### src/rtl/stack_mem_arbiter.sv
// Purpose : round-robin arbiter sharing one single-port memory between fetch (port 0) and stack (port 1).
// Latency : request seen in IDLE at cycle N, mem_en at N+1, done at N+2 with zero wait states (3-cycle minimum).
// Backpress: holds the captured command on the memory until mem_ready or MAX_WAIT cycles, then reports via done/err.
//
// Ports:
//   i_clk, i_rst                 clock, asynchronous active-low reset
//   i_req0/i_addr0               fetch request (read-only)         -> o_gnt0/o_done0
//   i_req1/i_addr1/i_we1/i_wdata1 stack request (load/store)      -> o_gnt1/o_done1
//   o_rdata/o_err                read data and timeout flag, qualified by a done pulse
//   o_mem_*/i_mem_rdata/i_mem_ready  memory side
//   o_busy                       arbiter is not idle
module stack_mem_arbiter #(
    parameter int ADDR_W   = 5,
    parameter int DATA_W   = 8,
    parameter int MAX_WAIT = 15
) (
    input  logic              i_clk,
    input  logic              i_rst,
    input  logic              i_req0,
    input  logic [ADDR_W-1:0] i_addr0,
    output logic              o_gnt0,
    output logic              o_done0,
    input  logic              i_req1,
    input  logic [ADDR_W-1:0] i_addr1,
    input  logic              i_we1,
    input  logic [DATA_W-1:0] i_wdata1,
    output logic              o_gnt1,
    output logic              o_done1,
    output logic [DATA_W-1:0] o_rdata,
    output logic              o_err,
    output logic              o_mem_en,
    output logic              o_mem_we,
    output logic [ADDR_W-1:0] o_mem_addr,
    output logic [DATA_W-1:0] o_mem_wdata,
    input  logic [DATA_W-1:0] i_mem_rdata,
    input  logic              i_mem_ready,
    output logic              o_busy
);

    typedef enum logic [1:0] {
        S_IDLE  = 2'd0,
        S_ISSUE = 2'd1,
        S_RESP  = 2'd2
    } state_t;

    // Counter value on the last permitted ISSUE cycle.
    localparam logic [7:0] LP_CNT_LAST = 8'(MAX_WAIT - 1);

    state_t              r_state;
    state_t              w_next_state;
    logic                r_last_gnt;
    logic                r_port;
    logic [7:0]          r_cnt;
    logic [ADDR_W-1:0]   r_addr;
    logic                r_we;
    logic [DATA_W-1:0]   r_wdata;
    logic [DATA_W-1:0]   r_rdata;
    logic                r_err;

    logic                w_any_req;
    logic                w_win_port;
    logic                w_timeout;

    assign w_any_req = i_req0 | i_req1;
    // On a tie the port that did not win last time goes next; otherwise the sole requester wins.
    assign w_win_port = (i_req0 & i_req1) ? ~r_last_gnt : i_req1;
    assign w_timeout  = (r_cnt == LP_CNT_LAST);

    // State register
    always_ff @(posedge i_clk or negedge i_rst) begin
        if (!i_rst) begin
            r_state <= S_IDLE;
        end else begin
            r_state <= w_next_state;
        end
    end

    // Next-state logic
    always_comb begin
        w_next_state = r_state;
        case (r_state)
            S_IDLE:  if (w_any_req) w_next_state = S_ISSUE;
            S_ISSUE: if (i_mem_ready || w_timeout) w_next_state = S_RESP;
            S_RESP:  w_next_state = S_IDLE;
            default: w_next_state = S_IDLE;
        endcase
    end

    // Command capture, wait counter, read data and error flag
    always_ff @(posedge i_clk or negedge i_rst) begin
        if (!i_rst) begin
            r_last_gnt <= 1'b1;
            r_port     <= 1'b0;
            r_cnt      <= '0;
            r_addr     <= '0;
            r_we       <= 1'b0;
            r_wdata    <= '0;
            r_rdata    <= '0;
            r_err      <= 1'b0;
        end else begin
            case (r_state)
                S_IDLE: begin
                    if (w_any_req) begin
                        r_port  <= w_win_port;
                        r_addr  <= w_win_port ? i_addr1 : i_addr0;
                        // Fetch port is read-only: store fields are forced to zero.
                        r_we    <= w_win_port & i_we1;
                        r_wdata <= w_win_port ? i_wdata1 : '0;
                        r_cnt   <= '0;
                        r_err   <= 1'b0;
                    end
                end
                S_ISSUE: begin
                    r_cnt <= r_cnt + 8'd1;
                    // mem_ready wins over a timeout landing on the same cycle.
                    if (i_mem_ready) begin
                        if (!r_we) r_rdata <= i_mem_rdata;
                        r_err <= 1'b0;
                    end else if (w_timeout) begin
                        r_err <= 1'b1;
                    end
                end
                S_RESP: begin
                    r_last_gnt <= r_port;
                    r_cnt      <= '0;
                end
                default: begin
                    r_cnt <= '0;
                end
            endcase
        end
    end

    // Output logic: all strobes derive from state, so reset clears them immediately.
    always_comb begin
        o_gnt0      = 1'b0;
        o_gnt1      = 1'b0;
        o_done0     = 1'b0;
        o_done1     = 1'b0;
        o_err       = 1'b0;
        o_mem_en    = 1'b0;
        o_mem_we    = 1'b0;
        o_mem_addr  = r_addr;
        o_mem_wdata = r_wdata;
        o_rdata     = r_rdata;
        o_busy      = (r_state != S_IDLE);
        case (r_state)
            S_ISSUE: begin
                o_mem_en = 1'b1;
                o_mem_we = r_we;
                o_gnt0   = ~r_port;
                o_gnt1   = r_port;
            end
            S_RESP: begin
                o_gnt0  = ~r_port;
                o_gnt1  = r_port;
                o_done0 = ~r_port;
                o_done1 = r_port;
                o_err   = r_err;
            end
            default: begin
                o_mem_en = 1'b0;
            end
        endcase
    end

endmodule

### config.mk
export PLATFORM = sky130hd
export DESIGN_NAME = stack_mem_arbiter
export DESIGN_NICKNAME = d
export VERILOG_FILES = /design/src/rtl/stack_mem_arbiter.sv
export SDC_FILE = /design/constraint.sdc
export NUM_CORES = 1
export LEC_CHECK = 0
export CORE_UTILIZATION = 45
export CTS_BUF_LIST = sky130_fd_sc_hd__clkbuf_4 sky130_fd_sc_hd__clkbuf_8
export CTS_CLUSTER_SIZE = 20
export DETAILED_ROUTE_END_ITERATION = 12
export GPL_TIMING_DRIVEN = 0
export PLACE_DENSITY = 0.81
export RECOVER_POWER = 100
export SYNTH_ARGS = -nofsm -noshare
export SYNTH_HDL_FRONTEND = slang
export SYNTH_SLANG_ARGS = --single-unit
### constraint.sdc
create_clock -name i_clk -period 4.1 [get_ports i_clk]
set_input_delay 0.82 -clock i_clk [delete_from_list [all_inputs] [get_ports i_clk]]
set_output_delay 0.82 -clock i_clk [all_outputs]
set_load 0.02 [all_outputs]
======== Yosys cells after proc, flatten, opt, wreduce, memory -nomap -nowiden ========
Index checks and enable logic that the tools add are counted.
cells by class
  add/sub/neg operators ................... 1
  multiply operators ...................... 0
  divide/modulo/power cells ............... 0
  $lt $le $gt $ge ......................... 0
  eq/ne operators ......................... 6
  shifts and indexed selects .............. 0
  muxes and demuxes ....................... 19
  bitwise gates (word level) .............. 6
  reduce and logical (&&, ||, !) cells .... 9
operators by type and width
  kind                                                                   number
  8-bit two-way mux                                                      2
  8-bit case mux with 2 select lines                                     1
  1-bit two-way mux                                                      11
  8-bit by 1-bit adder with 8-bit output, second input constant          1
  8-bit by 4-bit equality test with 1-bit output, second input constant  1
  3-bit AND reduction                                                    2
  5-bit two-way mux                                                      1
  2-bit two-way mux                                                      2
  2-bit != test, second input constant                                   2
  2-bit case mux with 2 select lines                                     1
  2-bit AND reduction                                                    2
  2-bit nonzero test                                                     2
  3-bit != test, second input constant                                   1
  1-bit NOT                                                              3
  1-bit AND                                                              2
  2-bit by 1-bit equality test with 1-bit output, second input constant  1
  2-bit equality test, second input constant                             1
  2-bit logical NOT                                                      1
  1-bit case mux with 2 select lines                                     1
  2-bit OR reduction                                                     1
  1-bit logical OR                                                       1
  1-bit bitwise OR                                                       1
storage, ports and cells
  register bits ........................... 35
  bits in latches ......................... 0
  memory bits (writable) .................. 0
  ROM bits ................................ 0
  input bits .............................. 32
  output and inout port bits .............. 29
  memories ................................ 0

======== Longest topological paths before layout ========
  word-level depth ........................ 4
  mapped depth ............................ 7
  mapped depth without buffers ............ 6

======== Worst setup path after synthesis ========
Ideal clock, no wire load.
  path kind ............................... reg-to-output
  start ................................... reg r_state[1]
  end ..................................... out o_mem_we
  arrival ................................. 1184 ps
  setup slack ............................. 2096 ps
  cell stages (with the launch flop) ...... 5
  path through ............................ dfrtp_1 inv_1 ha_1 buf_4 and2_1
on the way
  word-level cells in the longest chain between the ends .. 2
RTL lines
  what                                            RTL line  text
  start, declared                                 49        state_t r_state;
  start signal, assigned                          74        r_state <= w_next_state;
  2-bit by 1-bit equality test with 1-bit output  147       case (r_state)
  1-bit two-way mux                               147
  end, declared                                   32        output logic o_mem_we,
Every way passes these cells.

======== Worst setup path in the final report ========
Same ends and word-level chain as after synthesis.

==> flow_summary.yaml <==
yosys:
  yosysUniqueCellTypes: 34
  ys_ff_latch: 35
  syn_area_um2: 1650
  synth_nets: 179
  synth_warnings: 0
  synth.avg_cell_area_um2: 11.6
  yosysSeqAreaShare_pct: 53.2
  synthCells: 142
power:
  p_leak_nw: 1.06
  p_switching_w: 0.000630
  clock_power_share_pct: 12.2
  power_density_nw_per_um2: 667
  total_power_w: 0.00155
  peakVddDrop_uv: 334
  p_int_w: 0.000917
  pwr-share-seq_pct: 36.1
  p_comb_share_pct: 51.8
  netSwitchingFraction_pct: 40.7
grt:
  grt_start_max_net_pins: 36
  grt_pass1_vias: 1349
  grt_use_total_pct: 20.9
  antenna_found_initial: 0
  overflow: 0
  grt_pass1_wl_mm: 6.28
clock_network:
  cts-resized-gates: 0
  cts_sinks: 35
  holdBufCountCts: 0
  clk-insertion-delay-late_ps: 340
  cts_tree: "done"
  clkTransAtPathRegs_ps: 110
  cts_buffers: 5
  cts_max_level: 2
  cts-root-buf: "clkbuf_4"
  cts_buffer_depth: 2
  post_cts_buffers: 0
cells_and_area:
  design_area_um2: 2320
  area_growth_pct: 40.7
  layout_common_cells: "dfrtp_1 (34), dlygate4sd3_1 (31), clkdlybuf4s50_1 (28)"
  fin_util_pct: 67.9
  nets: 246
  final_common_cell: "dfrtp_1"
  drive_above_1_share_pct: 11.0
  fillers: 275
  diodes: 0
timing:
  clock.fmax_mhz: 354
  min_period_over_period_pct: 69.0
  rsz0062_at_grt: "false"
  slew_headroom_pct: -23.1
  timing.final.ws_setup_ps: 1270
  totalNegativeSetupSlack_ps: 0
  fin_worst_skew_ps: 8.06
  final-hold-violation-count: 0
  finalSetupViolCount: 0
  tightest_slew_ps: 1850
  slew_viol_final: 36
  period_minus_slack_ps: 2830
flow_run:
  drv_cap: 1
route:
  wl_per_cell_um: 14.4
  detail_route.iter0.violations: 70
  viasPerCell: 5.16
  drt_first_pass_iters: 4
  routed_wl_mm: 3.69
  drtAntennaViolNets: 0
  drc: 0
  num_vias: 1322
worst_setup_path:
  r2r_slack_ps: 1880
  cp-start-kind: "flop"
  r2r_end: "r_cnt[6]$_DFFE_PN0P_"
  slowest_delay_ps: 680
  timing.critical_path.cells: "inv_1, ha_1, buf_4, and2_1, dlygate4sd3_1"
  critPathTopFamily: "buffers and inverters"
  r2r_start: "r_state[1]$_DFFE_PN0P_"
  worstPathMaxFanout: 10
  cp.required_ps: 3280
  cp.arrival_ps: 2010
  crit_path_end_kind: "primary output"
  cp.buffers_inverters: 3
  cpMaxStageDelayCell: "dlygate4sd3_1"
  r2r_cells: 6
  crit_type: "flop to primary output"
place:
  dp_hpwl_mm: 2.81
  gp_congestion: 0.850
  portBuffers: 60
  dpl_cell_area_um2: 2300
  dp_slack_ps: 1690
die:
  die_h_um: 62.5
  die-area_um2: 3910
  top_level_ports: 61
  start_util_pct: 48.3
  core_um2: 3420
  die_width_um: 62.5
  rows: 21
hold_path:
  min_to: "o_mem_addr[2]$_DFFE_PN0P_"
  hp-start: "o_mem_addr[2]$_DFFE_PN0P_"
  min_path_cells: 2
  worstHoldPathType: "flop to flop"
outcome:
  violations: "capacitance limit, slew limit"
  outcome: "complete, but fails checks"
## cell usage after synthesis (all sizes together)
master,instances,area [µm²]
buf,5,36.3
a21o,3,22.5
o22a,1,8.76
nand3,3,15.0
a21boi,2,26.3
o21ai,14,73.8
nand4,2,12.5
a21oi,2,13.8
nor3b,1,12.5
nand2,12,45.0
a221oi,1,8.76
and2,6,37.5
nor3,1,5.00
inv,6,22.5
o21a,1,7.51
or3,1,6.26
ha,5,62.6
and3,1,6.26
nor2,6,22.5
dfstp,1,26.3
mux2,9,101
nand2b,1,13.8
dfrtp,34,851
a22o,9,78.8
mux2i,7,70.1
nand3b,1,11.3
and4b,1,10.0
nor2b,3,18.8
o31ai,3,22.5
## layer usage
metal / global-route usage, % / vias to the layer above / part of all wire, % / wire [µm]
li1: - / 635 / - / -
met1: 24.3 / 637 / 42 / 1540
met2: 35.2 / 42 / 50 / 1840
met3: 7.48 / 8 / 6.8 / 249
met4: 7.85 / 0 / 1.5 / 56
met5: 0 / - / 0 / 0
## worst reg2reg max path, delay by kind of cell, from the launching register on
| family | cells | cell delay, ps |
|---|---|---|
| and+or+nand+nor | 1 | 700 |
| DFF | 1 | 420 |
| buffers and inverters | 2 | 520 |
| adders and majority gates | 1 | 210 |
| AOI/OAI and AO/OA | 2 | 270 |
## layout make-up
| cell class | instances | area [µm²] | share of cell area, % |
|---|---|---|---|
| plain buffers | 5 | 25.0 | 1.08 |
| inverters | 6 | 22.5 | 0.971 |
| flip-flops and latches | 35 | 877 | 37.8 |
| well taps | 46 | 57.6 | 2.48 |
| clock inverters | 3 | 20.0 | 0.863 |
| multi-input cells | 96 | 686 | 29.6 |
| clock buffers | 5 | 37.5 | 1.62 |
| repair buffers | 60 | 594 | 25.6 |
## metrics by stage
stage | std cells | hold WS [ps]
global placement | 248 | 463
detailed placement | 248 | 478
finish | 256 | 493
global route | 256 | 527
CTS | 256 | 509
floorplan | 142 | 461
## power groups by stage
| stage | registers, W | clock network [W] | logic [W] |
|---|---|---|---|
| floorplan | 0.000673 | 0 | 0.000388 |
| global placement | 0.000565 | 0 | 0.000852 |
| detailed placement | 0.000570 | 0 | 0.000877 |
| CTS | 0.000567 | 0.000199 | 0.000879 |
| global route | 0.000579 | 0.000215 | 0.000861 |
| finish | 0.000558 | 0.000188 | 0.000801 |
## worst max-delay path by stage
stage                            endpoint  slack (ps)  cells past startpoint                    from
2_1_floorplan                    o_mem_we        2100                      4  r_state[1]$_DFFE_PN0P_
3_5_place_dp                     o_mem_we        1690                      5  r_state[1]$_DFFE_PN0P_
3_3_place_gp   o_mem_wdata[3]$_DFFE_PN0P_        1510                      1                   i_rst
6_report                         o_mem_we        1270                      5  r_state[1]$_DFFE_PN0P_
4_1_cts                          o_mem_we        1280                      5  r_state[1]$_DFFE_PN0P_
5_1_grt                          o_mem_we        1150                      5  r_state[1]$_DFFE_PN0P_
## cell families after synthesis
family / synth area share (%)
buffers and inverters: 3.57
DFF: 53.2
muxes: 10.4
AOI/OAI and AO/OA: 15.9
and+or+nand+nor: 13.1
adders and majority gates: 3.79
## state kept, by name, summed over array words and instances, names as in the netlist
register and flops:
r_last_gnt 1, o_mem_addr 5, r_err 1, r_port 1, r_cnt 8, o_rdata 8, o_mem_wdata 8, r_we 1
r_state 2
Note: power is estimated with default switching activity, not from simulation.
==> variant 1, RTL diff (same flow settings) <==
The 3 states of `state_t` get a one-hot encoding in 3 bits.
--- a/src/rtl/stack_mem_arbiter.sv
+++ b/src/rtl/stack_mem_arbiter.sv
@@ -37,10 +37,10 @@
     output logic              o_busy
 );
 
-    typedef enum logic [1:0] {
-        S_IDLE  = 2'd0,
-        S_ISSUE = 2'd1,
-        S_RESP  = 2'd2
+    typedef enum logic [2:0] {
+        S_IDLE  = 3'b001,
+        S_ISSUE = 3'b010,
+        S_RESP  = 3'b100
     } state_t;
 
     // Counter value on the last permitted ISSUE cycle.
Function: no difference found for any inputs over 10 cycles, from zero or initial values and one cycle with i_rst low; not proved beyond that.
==> variant 1 against the unedited design <==
  * The run still ends with max-capacitance violations, max-slew violations left
  * Critical path depth up 1
  * Sequential power up 2%
  * Synthesized area up 0.15%
  * Wire length up 6.0%
  * Sequential cell count up 1
  * Core utilization up 0.62 points
  * Worst setup slack worse by 0.65 ns
  * Combinational power down 14%
  * Global-route usage up 1.2 points
  * First-iteration DRC count down 39%
  * Cell area up 0.92%
  * Non-clock buffer count down 1
  * Total power down 5.1%
  * Largest power group unchanged
==> variant 1: results (changes against the unedited design) <==
The number of max-cap violations was 1 (unchanged); the portion of the layout cell area used by non-clock buffers was 26.08% (was 26.70%). The placed instance area is 2305 um^2 (was 2302 um^2), and the adder and majority cell fraction of the synthesized area is 1.515% (was 3.794%). The routed wire length per instance works out to 15.89 um (was 14.40 um).

The post-layout utilization of the core is 68.53% (was 67.91%). The multiplexer share of the synthesized area was 13.56% (was 10.39%); the count of unique library cells instantiated by Yosys was 42 (was 34). The logs give 22.07% (was 20.91%) for the overall global routing resource usage and 1481 (was 1349) for the via count of the first global-routing pass. The tools report the met2 routing resource usage after global routing as 38.04% (was 35.19%).

Violated checks: max-capacitance violations, max-slew violations (unchanged). The share of the final layout cell area in multi-input gates is 29.29% (was 29.56%), and the proportion of synthesized chip area in sequential cells is 54.70% (was 53.19%). For the reported leakage power, the log shows 1.025 nW (was 1.062 nW).

Commonest cells in the synthesized netlist: sky130_fd_sc_hd__dfrtp_1, sky130_fd_sc_hd__mux2_2, sky130_fd_sc_hd__a22o_1 (was sky130_fd_sc_hd__dfrtp_1, sky130_fd_sc_hd__o21ai_0, sky130_fd_sc_hd__nand2_1). The run gives 0.8791 (was 0.8497) as the last weighted congestion value of the routability-driven placer. Number of non-clock buffers: 64 (was 65). For the post-route clock skew, the log shows 0.009594 ns (was 0.008060 ns).

The clock buffer count in the final layout came out at 7 (was 5). The area fraction of clock buffers and clock inverters is 2.779% (was 2.481%), and the routed length on met2 is 2.030 mm (was 1.837 mm). The run gives 37 (was 36) as the max-slew violation count.

For the maximum number of pins on one net before global-route repair, the log shows 37 (was 36). The run finished, with violations left. The total detailed-routing wirelength came out at 3.909 mm (was 3.687 mm).

Dominant cells by area after synthesis: sky130_fd_sc_hd__dfrtp_1, sky130_fd_sc_hd__mux2_2, sky130_fd_sc_hd__a22o_1 (unchanged). Routing usage on met3: 7.664% (was 7.482%). The switching power share of the total is 37.64% (was 40.72%). The fraction of synthesized cell area in xor and xnor cells is 0.5303% (was 0%). Share of the synthesized area in compound gates (AO/OA/AOI/OAI): 13.64% (was 15.93%).

Worst endpoint data arrival time: 2.66 ns (was 2.01 ns). The number of DRC markers in iteration 0 was 43 (was 70); the flip-flop and latch count was 36 (was 35). The logs give 1.562 mm (was 1.544 mm) for the routed metal-1 wire length and 167 (was 179) for the net count after synthesis.

Global-route wire length before repair: 6.665 mm (was 6.279 mm). Worst-case setup slack after placement: 1.289 ns (was 1.687 ns).
-- variant 1: cell types whose count changed after synthesis, moves of 3 or more --
cell / unedited run / this run
sky130_fd_sc_hd__mux2_2: 9 / 18
sky130_fd_sc_hd__o21ai_0: 13 / 5
sky130_fd_sc_hd__nand2_1: 12 / 5
sky130_fd_sc_hd__mux2i_1: 7 / 1
sky130_fd_sc_hd__nand3_1: 3 / 8
sky130_fd_sc_hd__nor2_1: 6 / 1
sky130_fd_sc_hd__a2bb2oi_1: 0 / 3
sky130_fd_sc_hd__ha_1: 5 / 2
sky130_fd_sc_hd__o211ai_1: 0 / 3
-- variant 1: critical path, cell delays in order, from the launching register on --
cell,delay [ns]
sky130_fd_sc_hd__dfstp_1,0.43
sky130_fd_sc_hd__or3b_1,0.39
sky130_fd_sc_hd__clkbuf_1,0.20
sky130_fd_sc_hd__inv_1,0.16
sky130_fd_sc_hd__clkbuf_1,0.35
sky130_fd_sc_hd__and2_1,0.19
sky130_fd_sc_hd__clkdlybuf4s50_1,0.61
-- variant 1: cell families (layout without fill, tap and decap cells) --
logic type | count (synthesis) | in the layout
flops | 36 | 36
simple gates | 35 | 35
compound gates | 30 | 30
mux | 20 | 20
buf+inv | 9 | 76
fa+ha+maj | 2 | 2
xor+xnor | 1 | 1
-- variant 1: final timing paths --
| kind | startpoint | endpoint | slack, ns | cells past startpoint |
|---|---|---|---|---|
| max in group asynchronous | i_rst | o_mem_wdata[5] | 2.04 | 1 |
| worst max-delay path | r_state[0] | o_mem_we | 0.62 | 6 |
| worst min-delay path | o_rdata[7] | o_rdata[7] | 0.50 | 1 |
| min in group asynchronous | i_rst | r_cnt[4] | 0.98 | 1 |
| worst min register to register | o_rdata[7] | o_rdata[7] | 0.50 | 1 |
| worst max register to register | r_state[0] | o_mem_wdata[7] | 1.13 | 4 |
==> variant 2, RTL diff (same flow settings) <==
Without the edit above. Change the parameter `MAX_WAIT` from 15 to 11.
--- a/src/rtl/stack_mem_arbiter.sv
+++ b/src/rtl/stack_mem_arbiter.sv
@@ -12,7 +12,7 @@
 module stack_mem_arbiter #(
     parameter int ADDR_W   = 5,
     parameter int DATA_W   = 8,
-    parameter int MAX_WAIT = 15
+    parameter int MAX_WAIT = 11
 ) (
     input  logic              i_clk,
     input  logic              i_rst,
Formal check against the unedited RTL: no difference found for any inputs over 10 cycles, from zero or initial values and one cycle with i_rst low; that may be too few to reach the edited logic, so the function may still have changed.
==> variant 2 against the unedited design <==
  * Synthesized cell count down 0.70%
  * Worst setup slack lost 0.34 ns
  * Sequential share of layout area decreased by 0.14 points
  * Core utilization up 0.26 points
  * The flow still finishes with violations (max-capacitance violations, max-slew violations)
  * Critical path type unchanged
  * Wire length is 2.4% lower
  * Sequential cell count stayed put
  * Total power is 1.8% lower
  * Largest power group unchanged
  * Highest routed layer unchanged
  * Critical endpoint unchanged
  * Synthesized area decreased by 0.53%
  * Cell area is 0.38% higher
==> variant 2: results (changes against the unedited design) <==
The run finished, with violations left. Violated checks: max-capacitance violations, max-slew violations (unchanged). For the clock buffer count in the final layout, the log shows 6 (was 5). The area of the multi-input gates is 708.2 um^2 (was 685.7 um^2), and the number of max-cap violations is 1 (unchanged). The logs give 266 (was 275) for the fill cell instance count of the final layout and 247 (was 248) for the number of cells after detailed placement. The net count after synthesis was 178 (was 179); the peak supply drop was 0.0004274 V (was 0.0003339 V). The proportion of synthesized chip area in sequential cells was 53.47% (was 53.19%). The run gives 38 (was 34) as the count of unique library cells instantiated by Yosys. For the max-slew violation count, the log shows 36 (unchanged). The logs give 2.776 mm (was 2.811 mm) for the HPWL reported at the end of detailed placement and 1.80 ns (was 1.88 ns) for the internal reg-to-reg setup slack. The last weighted congestion value of the routability-driven placer is 0.7810 (was 0.8497), and the worst endpoint data arrival time is 2.35 ns (was 2.01 ns). The routed length on met2 was 1.766 mm (was 1.837 mm); the worst-case setup slack after placement was 1.524 ns (was 1.687 ns). The routed metal-1 wire length is 1.557 mm (was 1.544 mm).

Met2 routing resource usage after global routing: 34.62% (was 35.19%). Final hold slack: 0.4885 ns (was 0.4926 ns). The logs give 3.600 mm (was 3.687 mm) for the total detailed-routing wirelength and 97 (was 96) for the number of multi-input combinational cells in the layout.

The via count of the first global-routing pass is 1423 (was 1349), and the vias per cell is 5.227 (was 5.164). The relative max-transition margin was -20.67% (was -23.13%); the global-route met1 utilization was 25.06% (was 24.29%). Area fraction of clock buffers and clock inverters: 2.472% (was 2.481%). The number of DRC markers in iteration 0 is 76 (was 70).
variant 2: cell types whose count changed after synthesis, moves of 3 or more:
cell                       unedited run  this run
sky130_fd_sc_hd__nor2_1               6         2
sky130_fd_sc_hd__a21oi_1              1         4
sky130_fd_sc_hd__o21ai_0             13        10
sky130_fd_sc_hd__nand2b_1             0         3
variant 2: critical path: stages, from the launching register on:
cell and delay, ns:
sky130_fd_sc_hd__dfrtp_1 0.42, sky130_fd_sc_hd__inv_1 0.12, sky130_fd_sc_hd__ha_1 0.24, sky130_fd_sc_hd__clkbuf_1 0.38, sky130_fd_sc_hd__and2_1 0.19, sky130_fd_sc_hd__dlygate4sd3_1 0.67
variant 2: cell families (layout without fill, tap and decap cells):
kind of cell | after synthesis | in the layout | share of synthesized area (%)
AOI/OAI and AO/OA | 37 | 37 | 16.02
buffers and inverters | 9 | 77 | 2.441
adders and majority gates | 5 | 5 | 3.814
and+or+nand+nor | 41 | 41 | 15.03
DFF | 35 | 35 | 53.47
muxes | 14 | 14 | 9.230
